`config.mk`:
```
export PLATFORM = sky130hd
export DESIGN_NAME = mem_dump_reader
export DESIGN_NICKNAME = d
export VERILOG_FILES = /design/src/rtl/mem_dump_reader_pkg.sv /design/src/rtl/mem_dump_reader.sv
export SDC_FILE = /design/constraint.sdc
export NUM_CORES = 1
export LEC_CHECK = 0
export ABC_AREA = 1
export ABC_CLOCK_PERIOD_IN_PS = 1440
export BUFFER_PORTS_ARGS = -buffer_cell sky130_fd_sc_hd__buf_2
export CAP_MARGIN = 20
export CORE_MARGIN = 2
export CORE_UTILIZATION = 45
export CTS_BUF_LIST = sky130_fd_sc_hd__clkbuf_8
export DETAILED_ROUTE_END_ITERATION = 12
export PLACE_DENSITY = 0.7
export SLEW_MARGIN = 5
export SYNTH_ARGS = -nofsm -noshare
export SYNTH_HDL_FRONTEND = slang
export SYNTH_SLANG_ARGS = --single-unit
```
`constraint.sdc`:
```
create_clock -name i_clk -period 1.44 [get_ports i_clk]
set_input_delay 0.36 -clock i_clk [delete_from_list [all_inputs] [get_ports i_clk]]
set_output_delay 0.36 -clock i_clk [all_outputs]
set_load 0.03 [all_outputs]
```
`src/rtl/mem_dump_reader_pkg.sv`:
```
// Shared definitions for the memory dump reader: FSM state encoding,
// data-memory geometry constants and the checksum update helper.
package mem_dump_reader_pkg;

   // FSM state encoding; the values are visible on debug taps, so they are fixed
   typedef enum logic [1:0] {
      IDLE  = 2'd0,
      FETCH = 2'd1,
      SEND  = 2'd2,
      DONE  = 2'd3
   } state_t;

   // Data-memory byte-address width (4K bytes)
   localparam int ADDR_WIDTH     = 12;

   // Each dumped word is transmitted as this many bytes
   localparam int BYTES_PER_WORD = 4;

   // Running checksum: XOR of every byte handed to the transmitter
   function automatic logic [7:0] checksum_update(input logic [7:0] cs,
                                                  input logic [7:0] data);
      return cs ^ data;
   endfunction

endpackage

```
`src/rtl/mem_dump_reader.sv`:
```
// Memory dump reader: streams i_word_count 32-bit words, byte by byte in
// increasing address order, from an external byte-wide asynchronous data
// memory to a UART-style valid/ready transmitter, keeping an XOR checksum.
// The block only reads memory; the memory itself lives outside this module.
module mem_dump_reader #(
   parameter int ADDR_WIDTH  = mem_dump_reader_pkg::ADDR_WIDTH,
   parameter int COUNT_WIDTH = 11
) (
   input  logic                   i_clk,
   input  logic                   i_reset,
   input  logic                   i_start,
   input  logic [ADDR_WIDTH-1:0]  i_base_addr,
   input  logic [COUNT_WIDTH-1:0] i_word_count,
   output logic [ADDR_WIDTH-1:0]  o_mem_addr,
   input  logic [7:0]             i_mem_data,
   output logic [7:0]             o_tx_data,
   output logic                   o_tx_valid,
   input  logic                   i_tx_ready,
   output logic                   o_busy,
   output logic                   o_done,
   output logic [7:0]             o_checksum
);

   import mem_dump_reader_pkg::*;

   // Remaining-byte counter must hold word_count * 4
   localparam int REM_WIDTH = COUNT_WIDTH + 2;

   localparam logic [ADDR_WIDTH-1:0]  ADDR_ZERO  = {ADDR_WIDTH{1'b0}};
   localparam logic [ADDR_WIDTH-1:0]  ADDR_ONE   = {{(ADDR_WIDTH-1){1'b0}}, 1'b1};
   localparam logic [REM_WIDTH-1:0]   REM_ZERO   = {REM_WIDTH{1'b0}};
   localparam logic [REM_WIDTH-1:0]   REM_ONE    = {{(REM_WIDTH-1){1'b0}}, 1'b1};
   localparam logic [COUNT_WIDTH-1:0] COUNT_ZERO = {COUNT_WIDTH{1'b0}};

   state_t                 state_q,    state_d;
   logic [ADDR_WIDTH-1:0]  addr_q,     addr_d;
   logic [REM_WIDTH-1:0]   rem_q,      rem_d;
   logic [7:0]             tx_data_q,  tx_data_d;
   logic                   tx_valid_q, tx_valid_d;
   logic                   busy_q,     busy_d;
   logic                   done_q,     done_d;
   logic [7:0]             checksum_q, checksum_d;

   logic                   handshake_s;
   logic [REM_WIDTH-1:0]   rem_start_s;

   // A byte is consumed only while we are presenting one; ready alone does nothing
   assign handshake_s = (state_q == SEND) && tx_valid_q && i_tx_ready;

   // Total bytes to send for the requested word count
   assign rem_start_s = REM_WIDTH'(i_word_count) * REM_WIDTH'(BYTES_PER_WORD);

   // Next-state and next-output logic for the dump sequencer
   always_comb begin
      state_d    = state_q;
      addr_d     = addr_q;
      rem_d      = rem_q;
      tx_data_d  = tx_data_q;
      tx_valid_d = tx_valid_q;
      checksum_d = checksum_q;

      case (state_q)
         IDLE: begin
            // Start is only honoured here, so a request while busy is dropped
            if (i_start) begin
               addr_d     = i_base_addr;
               rem_d      = rem_start_s;
               checksum_d = 8'h00;
               if (i_word_count == COUNT_ZERO) begin
                  state_d = DONE;
               end else begin
                  state_d = FETCH;
               end
            end else begin
               state_d = IDLE;
            end
         end

         FETCH: begin
            // Memory is asynchronous: the byte at addr_q is already on i_mem_data
            tx_data_d  = i_mem_data;
            tx_valid_d = 1'b1;
            state_d    = SEND;
         end

         SEND: begin
            // Hold data/valid steady until the transmitter takes the byte
            if (handshake_s) begin
               checksum_d = checksum_update(checksum_q, tx_data_q);
               addr_d     = addr_q + ADDR_ONE;
               rem_d      = rem_q - REM_ONE;
               tx_valid_d = 1'b0;
               if (rem_q == REM_ONE) begin
                  state_d = DONE;
               end else begin
                  state_d = FETCH;
               end
            end else begin
               state_d = SEND;
            end
         end

         DONE: begin
            state_d = IDLE;
         end

         default: begin
            state_d    = IDLE;
            tx_valid_d = 1'b0;
         end
      endcase

      // Status outputs are registered and reflect the state being entered
      busy_d = (state_d != IDLE);
      done_d = (state_d == DONE);
   end

   // State and output registers; reset aborts any dump in progress
   always_ff @(posedge i_clk or negedge i_reset) begin
      if (!i_reset) begin
         state_q    <= IDLE;
         addr_q     <= ADDR_ZERO;
         rem_q      <= REM_ZERO;
         tx_data_q  <= 8'h00;
         tx_valid_q <= 1'b0;
         busy_q     <= 1'b0;
         done_q     <= 1'b0;
         checksum_q <= 8'h00;
      end else begin
         state_q    <= state_d;
         addr_q     <= addr_d;
         rem_q      <= rem_d;
         tx_data_q  <= tx_data_d;
         tx_valid_q <= tx_valid_d;
         busy_q     <= busy_d;
         done_q     <= done_d;
         checksum_q <= checksum_d;
      end
   end

   // The memory address comes straight from the address register
   assign o_mem_addr = addr_q;
   assign o_tx_data  = tx_data_q;
   assign o_tx_valid = tx_valid_q;
   assign o_busy     = busy_q;
   assign o_done     = done_q;
   assign o_checksum = checksum_q;

endmodule

```
After elaboration in Yosys (flattened, before gate mapping)

Cells that the tools add are included.

Bitwise gates (word level): 1
Mux-type cells: 16
Eq/ne operators: 7
Reductions and logical operators: 9
Add/subtract/negate cells: 2

Operators by type and width:

| cell                  | count |
|---|---|
| $mux 13               | 2 |
| $pmux 13 s2           | 1 |
| $mux 12               | 2 |
| $pmux 12 s2           | 1 |
| $mux 8                | 2 |
| $pmux 8 s2            | 1 |
| $eq 13x1->1 const B   | 1 |
| $sub 13x1->13 const B | 1 |
| $add 12x1->12 const B | 1 |
| $logic_not 11->1      | 1 |
| $mux 2                | 4 |
| $pmux 2 s4            | 1 |
| $xor 8x8->8           | 1 |
| $eq 2x2->1 const B    | 3 |
| $reduce_bool 2->1     | 3 |
| $ne 2x2->1 const B    | 2 |
| $reduce_and 3->1      | 1 |
| $eq 2x1->1 const B    | 1 |
| $logic_and 1x1->1     | 2 |
| $logic_not 2->1       | 1 |
| $pmux 1 s2            | 1 |
| $reduce_and 2->1      | 1 |
| $mux 1                | 1 |

Logic and storage cells: 43
Register bits: 46
Output and inout bits: 31
Bits of input ports: 35

Logic depth before layout (Yosys ltp)

Gate-level depths: netlist (run 1).

Word-level depth: 6
Depth in mapped cells: 9
Gate-level depth less buffers: 9

Least setup slack after synthesis (run 1)

No wires, ideal clock.

Path type: reg-to-reg
From: register addr_q[0], in the netlist o_mem_addr[0]
To: register addr_q[10], in the netlist o_mem_addr[10]
Data required time: 1.323 ns
Path buffers: 0
Cell stages (with the launch flop): 9
Clock period less this slack: 1.474 ns
Setup slack: -0.034 ns
Setup time: 0.117 ns
Arrival time: 1.358 ns
Cell sequence: dfrtp_1 ha_1 nand3_1 nor2_1 nand2_1 nor2_1 nand3_1 nand2_1 nor2_1

Word-level cells in the longest chain between the ends: 3

RTL lines:

| item                   | RTL line               | text |
|---|---|---|
| from (decl)            | mem_dump_reader.sv:36  | `logic [ADDR_WIDTH-1:0] addr_q, addr_d;` |
| from (signal assigned) | mem_dump_reader.sv:131 | `addr_q <= addr_d;` |
| $add 12x1->12          | mem_dump_reader.sv:90  | `addr_d = addr_q + ADDR_ONE;` |
| $mux 12                | mem_dump_reader.sv:88  | `if (handshake_s) begin` |
| $pmux 12 s2            | mem_dump_reader.sv:62  | `case (state_q)` |

Every way passes these cells. The select of a mux whose other input is x is not followed.
A chain may end at the register's enable or synchronous reset.

Worst setup path after layout (run 1)

From: register state_q[1]
To: register addr_q[7], in the netlist o_mem_addr[7]

Word-level cells in the longest chain between the ends: 5
Elaborated cells between the ends (all ways): 9
Classes of those cells: 3 x eq/ne; 1 x mux; 5 x reduce/logical

RTL lines:

| item                              | RTL line                                     | text |
|---|---|---|
| from (decl)                       | mem_dump_reader.sv:35                        | `state_t state_q, state_d;` |
| from (signal assigned)            | mem_dump_reader.sv:130                       | `state_q <= state_d;` |
| $eq 2x2->1                        | mem_dump_reader.sv:48, mem_dump_reader.sv:62 |  |
| $logic_and 1x1->1 (2 in a row)    | mem_dump_reader.sv:48                        | `assign handshake_s = (state_q == SEND) && tx_valid_q && i_tx_ready;` |
| $ne 2x2->1 (no source line)       | --                                           |  |
| $reduce_and 3->1 (no source line) | --                                           |  |

Several ways; a longest one is shown, not always the timed one.

==> results of run 1 <==
[placed cells by master, fill, tap and decap left out, types with 3 or more instances in the layout]
cell type / synthesis / layout
dfrtp_1: 46 / 43
o211ai_1: 4 / 4
a21oi_1: 17 / 17
nand4_1: 3 / 3
buf_4: 6 / 24
nor2_1: 59 / 53
buf_2: 3 / 65
or2_2: 4 / 4
dfrtp_2: 0 / 3
inv_2: 2 / 4
o21ai_0: 13 / 12
inv_1: 28 / 24
buf_12: 0 / 4
nor2_2: 2 / 6
nand3_1: 31 / 30
nand2_1: 116 / 114
clkbuf_8: 0 / 5
[Yosys cell counts (2+ instances only)]
cell type,number,area share (%)
nor2_1,59,8.6
o22ai_1,2,0.49
a21oi_1,17,3.3
o21ai_0,13,2.5
inv_2,2,0.29
inv_1,28,4.1
o21a_1,2,0.58
buf_2,3,0.58
ha_1,3,1.5
buf_4,6,1.7
nand4_1,3,0.73
or2_2,4,0.97
nor2_2,2,0.49
nand2_1,116,17
o211ai_1,4,1.2
dfrtp_1,46,45
nand3_1,31,6.0
[per-layer routing]
| layer | track usage, % | wire length (um) |
|---|---|---|
| met1 | 26.7 | 2960 |
| met2 | 36.3 | 3200 |
| met3 | 5.77 | 395 |
| met4 | 6.72 | 135 |
| met5 | 0 | 0 |
[through the flow]
| stage | TNS [ps] | total power [mW] | instance area, um^2 | utilization, % |
|---|---|---|---|---|
| after global routing | -162 | 8.90 | 3430 | 62.2 |
| after CTS | 0 | 7.70 | 3210 | 58.2 |
| after floorplan | 0 | 5.44 | 2580 | - |
| final | 0 | 8.22 | 3430 | 62.2 |
| after global placement | 0 | 6.60 | 3080 | 56.0 |
| after detailed placement | -41.1 | 6.70 | 3080 | 56.0 |
[layout make-up]
type,count,area (um^2)
Clock buffer,5,68.8
Clock inverter,3,43.8
Fill cell,499,2080
Inverter,30,119
Multi-Input combinational cell,269,1310
Sequential cell,46,1150
Tap cell,72,90.1
Timing Repair Buffer,97,643
[power by group through the flow]
stage               Clock, mW  Sequential (mW)  Combinational [mW]
floorplan                   0             3.24                2.20
global placement            0             2.51                4.09
detailed placement          0             2.53                4.17
CTS                      1.01             2.52                4.17
global route             1.06             2.61                5.23
finish                  0.980             2.53                4.71
[cell families (layout without fill, tap and decap cells)]
family / count (synthesis) / in the layout / share of synthesized area, %
simple gates: 221 / 221 / 36.5
xor+xnor: 2 / 2 / 0.679
fa+ha+maj: 3 / 3 / 1.46
compound gates: 43 / 43 / 9.61
buf+inv: 40 / 135 / 7.13
flops: 46 / 46 / 44.6
[how the worst min path moves through the flow]
stage,end,slack (ps),depth (start not counted)
finish,o_tx_data[6],250,3
detailed placement,o_mem_addr[3],270,1
CTS,o_tx_data[6],250,3
floorplan,o_busy,60,0
global placement,o_mem_addr[3],280,1
global route,o_tx_data[2],250,3
[flip-flops by register name (all words and copies together), names as in the netlist]
register    flops
o_checksum      8
o_tx_valid      1
rem_q          13
o_mem_addr     12
o_tx_data       8
state_q         2
o_done          1
o_busy          1
[worst register-to-register path: stages, from the launching register on]
cell       delay [ps]
dfrtp_1           400
inv_2             130
nor2_8             60
nand3_4           140
nand2_8            90
buf_12            130
clkbuf_16         160
a21oi_1           160
nor2_1             70
[what timing repair did]
action,CTS,global route
pin swaps,0,8
setup endpoints to repair,1,22
endpoints found under the hold margin,10,0
buffers inserted,0,14
gates cloned,0,1
hold buffers,1,0
gates resized for setup,1,25
==> metrics.md, run 1 <==
| Metric | Value |
|---|---|
| Chip Width | `approximately 80 um` |
| Number of global-route vias before repair | `around 2,400` |
| Via count | `2,601` |
| RSZ-0062 raised after global routing | `true` |
| CTS root buffer | `clkbuf_8` |
| Comb pwr share | `roughly 57%` |
| DRC | `0` |
| Ports | `66` |
| Remaining Overflow, GRT | `0` |
| Highest clock rate | `around 700 MHz` |
| Clk sinks | `46` |
| Num CTS Buffers | `5` |
| Final worst-path setup slack | `8.02 ps` |
| Die Y | `79.7 um` |
| TritonCTS clock tree | `built` |
| CP endpoint | `o_mem_addr[7]` |
| CP cell instances | `inv_2, nor2_8, nand3_4, nand2_8, buf_12, clkbuf_16, a21oi_1, nor2_1` |
| Finished Layout Cells | `~520` |
| R2r setup slk | `8 ps` |
| Initial antenna violation count | `0` |
| DRT antenna net count | `0` |
| Worst Path Max Fanout | `12` |
| Worst setup EP type | `flop` |
| DRT iter0 DRCs | `approximately 120` |
| FFs w/ async S/R, synth | `100%` |
| Clk_lat worst skew | `~300 ps` |
| HP Start | `i_mem_data[6]` |
| Layout Nets | `around 490` |
| Switching part of the total | `48.6%` |
| Crit Path Category | `flop to flop` |
| Die area | `approximately 6400 um^2` |
| # H-tree levels | `2` |
| Clock share of power | `a little under an eighth` |
| Slew @ Worst Pin | `roughly 430 ps` |
| Core area | `5510 um^2` |
| Most used DFF post-synth | `dfrtp_1` |
| Crit path time final | `about 1400 ps` |
| Net Count, Synth | `between 300 and 400` |
| Max incr delay on CP | `400 ps` |
| Sequential-to-total area share from yosys stat | `between 40% and 50%` |
| Std cell rows | `27` |
| Worst hold path class | `primary input to flop` |
| Cell family with most CP delay | `buffers and inverters` |
| Max Cap Viol | `0` |
| Mapped Avg Cell Area | `around 7.3 um^2` |
| Critical Path Start Type | `flop` |
| Flop pwr share | `30.8%` |
| Crit path from | `state_q[1]` |
| Detail Placement HPWL | `around 4800 um` |
| Final period util | `between 90 and 100%` |
| Psw | `approximately 4.0 mW` |
| Synth Register Bits | `46` |
| P_leak | `1.78 nW` |
| Final hold vios | `0` |
| Critical path arrival | `1620 ps` |
| Layout Skew | `roughly 6.6 ps` |
| Routed wire length | `around 6700 um` |
| EDFF count, synth | `0` |
| Distinct cells, synth | `31` |
| # setup viols final | `0` |
| Synth warn | `0` |
| P per Cell Area | `~2400 nW/um^2` |
| Cell area after synthesis | `between 2000 and 3000 um^2` |
| First-pass GRT wire length | `approximately 11,000 um` |
| CTS Buffer Depth | `2` |
| Area grow syn2layout | `32.8%` |
| RePlAce Congestion | `roughly 0.83` |
| Worst flop-to-flop path endpoint | `o_mem_addr[7]` |
| TritonRoute pass-1 iters | `4` |
| Rel. slew slack | `a little under three quarters` |
| Placed Cells | `between 400 and 500` |
| GRT Total Usage | `approximately 21%` |
| Levels on crit path | `8` |
| DR vias/cell | `approximately 5` |
| Critical R2R Launch | `state_q[1]` |
| WHS | `254 ps` |
| Buf/Inv on CP | `3` |
| Internal Power | `~4.2 mW` |
| WL/cell | `12.8 um` |
| Slew Limit Fails | `0` |
| Worst EP required | `~1600 ps` |
| Reg2Reg Depth | `8` |
| Synth Instances | `355` |
| Largest net degree at the start of global routing | `25` |
| Worst-path clk slew | `approximately 90 ps` |
| Worst IR Drop VDD | `~0.0014 V` |
| Status | `complete, no violations` |
| Placement Setup Slack | `-41.1 ps` |
| CP max-delay cell | `dfrtp_1` |
| Diode count | `0` |
| Share of layout cells above drive strength 1 | `between 30% and 40%` |
| Starting Density | `between 40 and 50%` |
| Port bufs | `65` |
No activity file was read; power rests on OpenSTA's default activity.
==> inputs of run 2 (changes only) <==
--- a/config.mk
+++ b/config.mk
@@ -6,7 +6,7 @@
 export NUM_CORES = 1
 export LEC_CHECK = 0
 export ABC_AREA = 1
-export ABC_CLOCK_PERIOD_IN_PS = 1440
+export ABC_CLOCK_PERIOD_IN_PS = 1700
 export BUFFER_PORTS_ARGS = -buffer_cell sky130_fd_sc_hd__buf_2
 export CAP_MARGIN = 20
 export CORE_MARGIN = 2
==> constraint.sdc (replaced) <==
create_clock -name i_clk -period 1.7 [get_ports i_clk]
set_input_delay 0.425 -clock i_clk [delete_from_list [all_inputs] [get_ports i_clk]]
set_output_delay 0.425 -clock i_clk [all_outputs]
set_load 0.03 [all_outputs]
==> run 2 against run 1 <==
  * Cell count is 4.4% lower
  * Largest cell class unchanged
  * Clock-buffer cell count is the same
  * Sequential cell count unchanged
==> metrics.md, run 2 (same netlist as run 1, synthesis figures left out) <==
| Metric | Value |
|---|---|
| Status | `complete, no violations (unchanged)` |
| Sequential Area | `1150 um^2 (about the same)` |
| Clock share of power | `11.1% (was 11.9%)` |
| Clk_lat worst skew | `310 ps (was 300 ps)` |
| DRC | `0 (unchanged)` |
| Final period util | `93.0% (was 99.4%)` |
| Core area | `5510 um^2 (unchanged)` |
| Rel. slew slack | `72.6% (was 71.0%)` |
| Die Y | `79.7 um (unchanged)` |
| GRT Total Usage | `21.4% (was 21.5%)` |
| Internal Power | `3.01 mW (was 4.22 mW)` |
| Std cell rows | `27 (unchanged)` |
| Crit Path Category | `flop to flop (unchanged)` |
| Port bufs | `65 (unchanged)` |
| First-pass GRT wire length | `10,500 um (was 10,700 um)` |
| Max reg flops | `13 (unchanged)` |
| Diode count | `0 (unchanged)` |
| RSZ-0062 raised after global routing | `false (was true)` |
| Ports | `66 (unchanged)` |
| Final hold vios | `0 (unchanged)` |
| Initial antenna violation count | `0 (unchanged)` |
| Share of layout cells above drive strength 1 | `22.5% (was 30.4%)` |
| Starting Density | `46.8% (unchanged)` |
| Worst setup EP type | `flop (unchanged)` |
| WL/cell | `13.1 um (was 12.8 um)` |
| Hold buffers post-CTS | `0 (was 1)` |
| # H-tree levels | `2 (unchanged)` |
| Routed wire length | `6520 um (was 6700 um)` |
| Comb pwr share | `54.8% (was 57.3%)` |
| Area grow syn2layout | `20.4% (was 32.8%)` |
| Slew @ Worst Pin | `410 ps (was 434 ps)` |
| P_leak | `1.65 nW (was 1.78 nW)` |
| Max Cap Viol | `0 (unchanged)` |
| DRT iter0 DRCs | `131 (was 115)` |
| Psw | `3.22 mW (was 4.00 mW)` |
| Final Core Density | `56.4% (was 62.2%)` |
| Commonest non-fill, non-tap cell in the layout | `nand2_1 (unchanged)` |
| P per Cell Area | `2010 nW/um^2 (was 2400 nW/um^2)` |
| Chip Width | `79.7 um (unchanged)` |
| Critical Path Start Type | `flop (unchanged)` |
| CTS Buffer Depth | `2 (unchanged)` |
| TritonRoute pass-1 iters | `5 (was 4)` |
| Slew Limit Fails | `0 (unchanged)` |
| Layout Skew | `9.15 ps (was 6.59 ps)` |
| Critical path arrival | `1750 ps (was 1620 ps)` |
| WHS | `32.6 ps (was 254 ps)` |
| Crit path time final | `1580 ps (was 1430 ps)` |
| Flop pwr share | `34.1% (was 30.8%)` |
| Clk sinks | `46 (unchanged)` |
| Post-CTS Setup Inserts | `0 (unchanged)` |
| RePlAce Congestion | `0.895 (was 0.829)` |
| Largest net degree at the start of global routing | `24 (was 25)` |
| # setup viols final | `0 (unchanged)` |
| Largest Register | `rem_q (unchanged)` |
| Commonest cells after routing, fill and taps aside | `nand2_1, buf_2, nor2_1, dfrtp_1, nand3_1 (unchanged)` |
| Num CTS Buffers | `5 (unchanged)` |
| Worst EP required | `1870 ps (was 1630 ps)` |
| CTS root buffer | `clkbuf_8 (unchanged)` |
| Final setup TNS | `0 ps (unchanged)` |
| Layout Nets | `464 (was 487)` |
| Die area | `6350 um^2 (unchanged)` |
| Worst Path Max Fanout | `10 (was 12)` |
| TritonCTS clock tree | `built (unchanged)` |
| DRT antenna net count | `0 (unchanged)` |
| Post-cts sizing count | `0 (was 1)` |
| Switching part of the total | `51.6% (was 48.6%)` |
| Worst hold path class | `primary input to async pin (was primary input to flop)` |
| Worst IR Drop VDD | `0.000860 V (was 0.00144 V)` |
| Via count | `2,535 (was 2,601)` |
| Footprint of the multi-input gates | `1240 um^2 (was 1310 um^2)` |
| Remaining Overflow, GRT | `0 (unchanged)` |
| Fillers | `512 (was 499)` |
| Detail Placement HPWL | `4790 um (was 4820 um)` |
| Highest clock rate | `633 MHz (was 698 MHz)` |
| DR vias/cell | `5.08 (was 4.98)` |
| Worst-path clk slew | `100 ps (was 90 ps)` |
| Number of global-route vias before repair | `2,330 (was 2,392)` |
==> run 2: cell type report <==
class	count	share of cell area [%]
Clock buffer	5	2.22
Clock inverter	3	0.685
Inverter	30	3.63
Multi-Input combinational cell	269	40.0
Sequential cell	46	37.1
Tap cell	72	2.90
Timing Repair Buffer	74	13.5
==> run 2: worst max-delay path, cell delays in order (launching register included) <==
cell and delay (ps):
dfrtp_1 440, nor2_8 210, nand3_4 170, inv_1 290
nand2_1 110, nand2_1 120, nand3_1 100
==> run 2: final timing paths <==
kind                               startpoint            end  slack (ps)  depth (start not counted)
max in group asynchronous             i_reset       rem_q[6]        1180                          2
min in group i_clk              i_mem_data[6]   o_tx_data[6]         320                          3
worst min-delay path                  i_reset  o_mem_addr[4]          30                          1
worst max register to register     state_q[0]         o_busy         120                          6
worst min register to register       rem_q[5]       rem_q[5]         490                          2
worst max-delay path               state_q[0]         o_busy         120                          6
==> run 2: per-stage QoR <==
| stage | instance area, um^2 | cells | power (mW) | setup WS [ps] |
|---|---|---|---|---|
| 2_1_floorplan | 2580 | 355 | 4.60 | 226 |
| 3_3_place_gp | 3020 | 491 | 5.45 | 184 |
| 3_5_place_dp | 3020 | 491 | 5.55 | 158 |
| 4_1_cts | 3110 | 499 | 6.25 | 131 |
| 5_1_grt | 3110 | 499 | 6.78 | 16.3 |
| 6_report | 3110 | 499 | 6.23 | 119 |
==> run 2: metal layers <==
metal  routed length (um)  GRT usage [%]
met5                    0              0
met2                 3140           36.9
met3                  421           4.19
met1                 2810           26.5
met4                  153           7.59
==> run 2: power by group through the flow <==
stage	Combinational (mW)	Sequential, mW	Clock, mW
2_1_floorplan	1.86	2.74	0
6_report	3.41	2.13	0.691
3_3_place_gp	3.32	2.13	0
4_1_cts	3.43	2.12	0.703
5_1_grt	3.82	2.21	0.749
3_5_place_dp	3.41	2.14	0
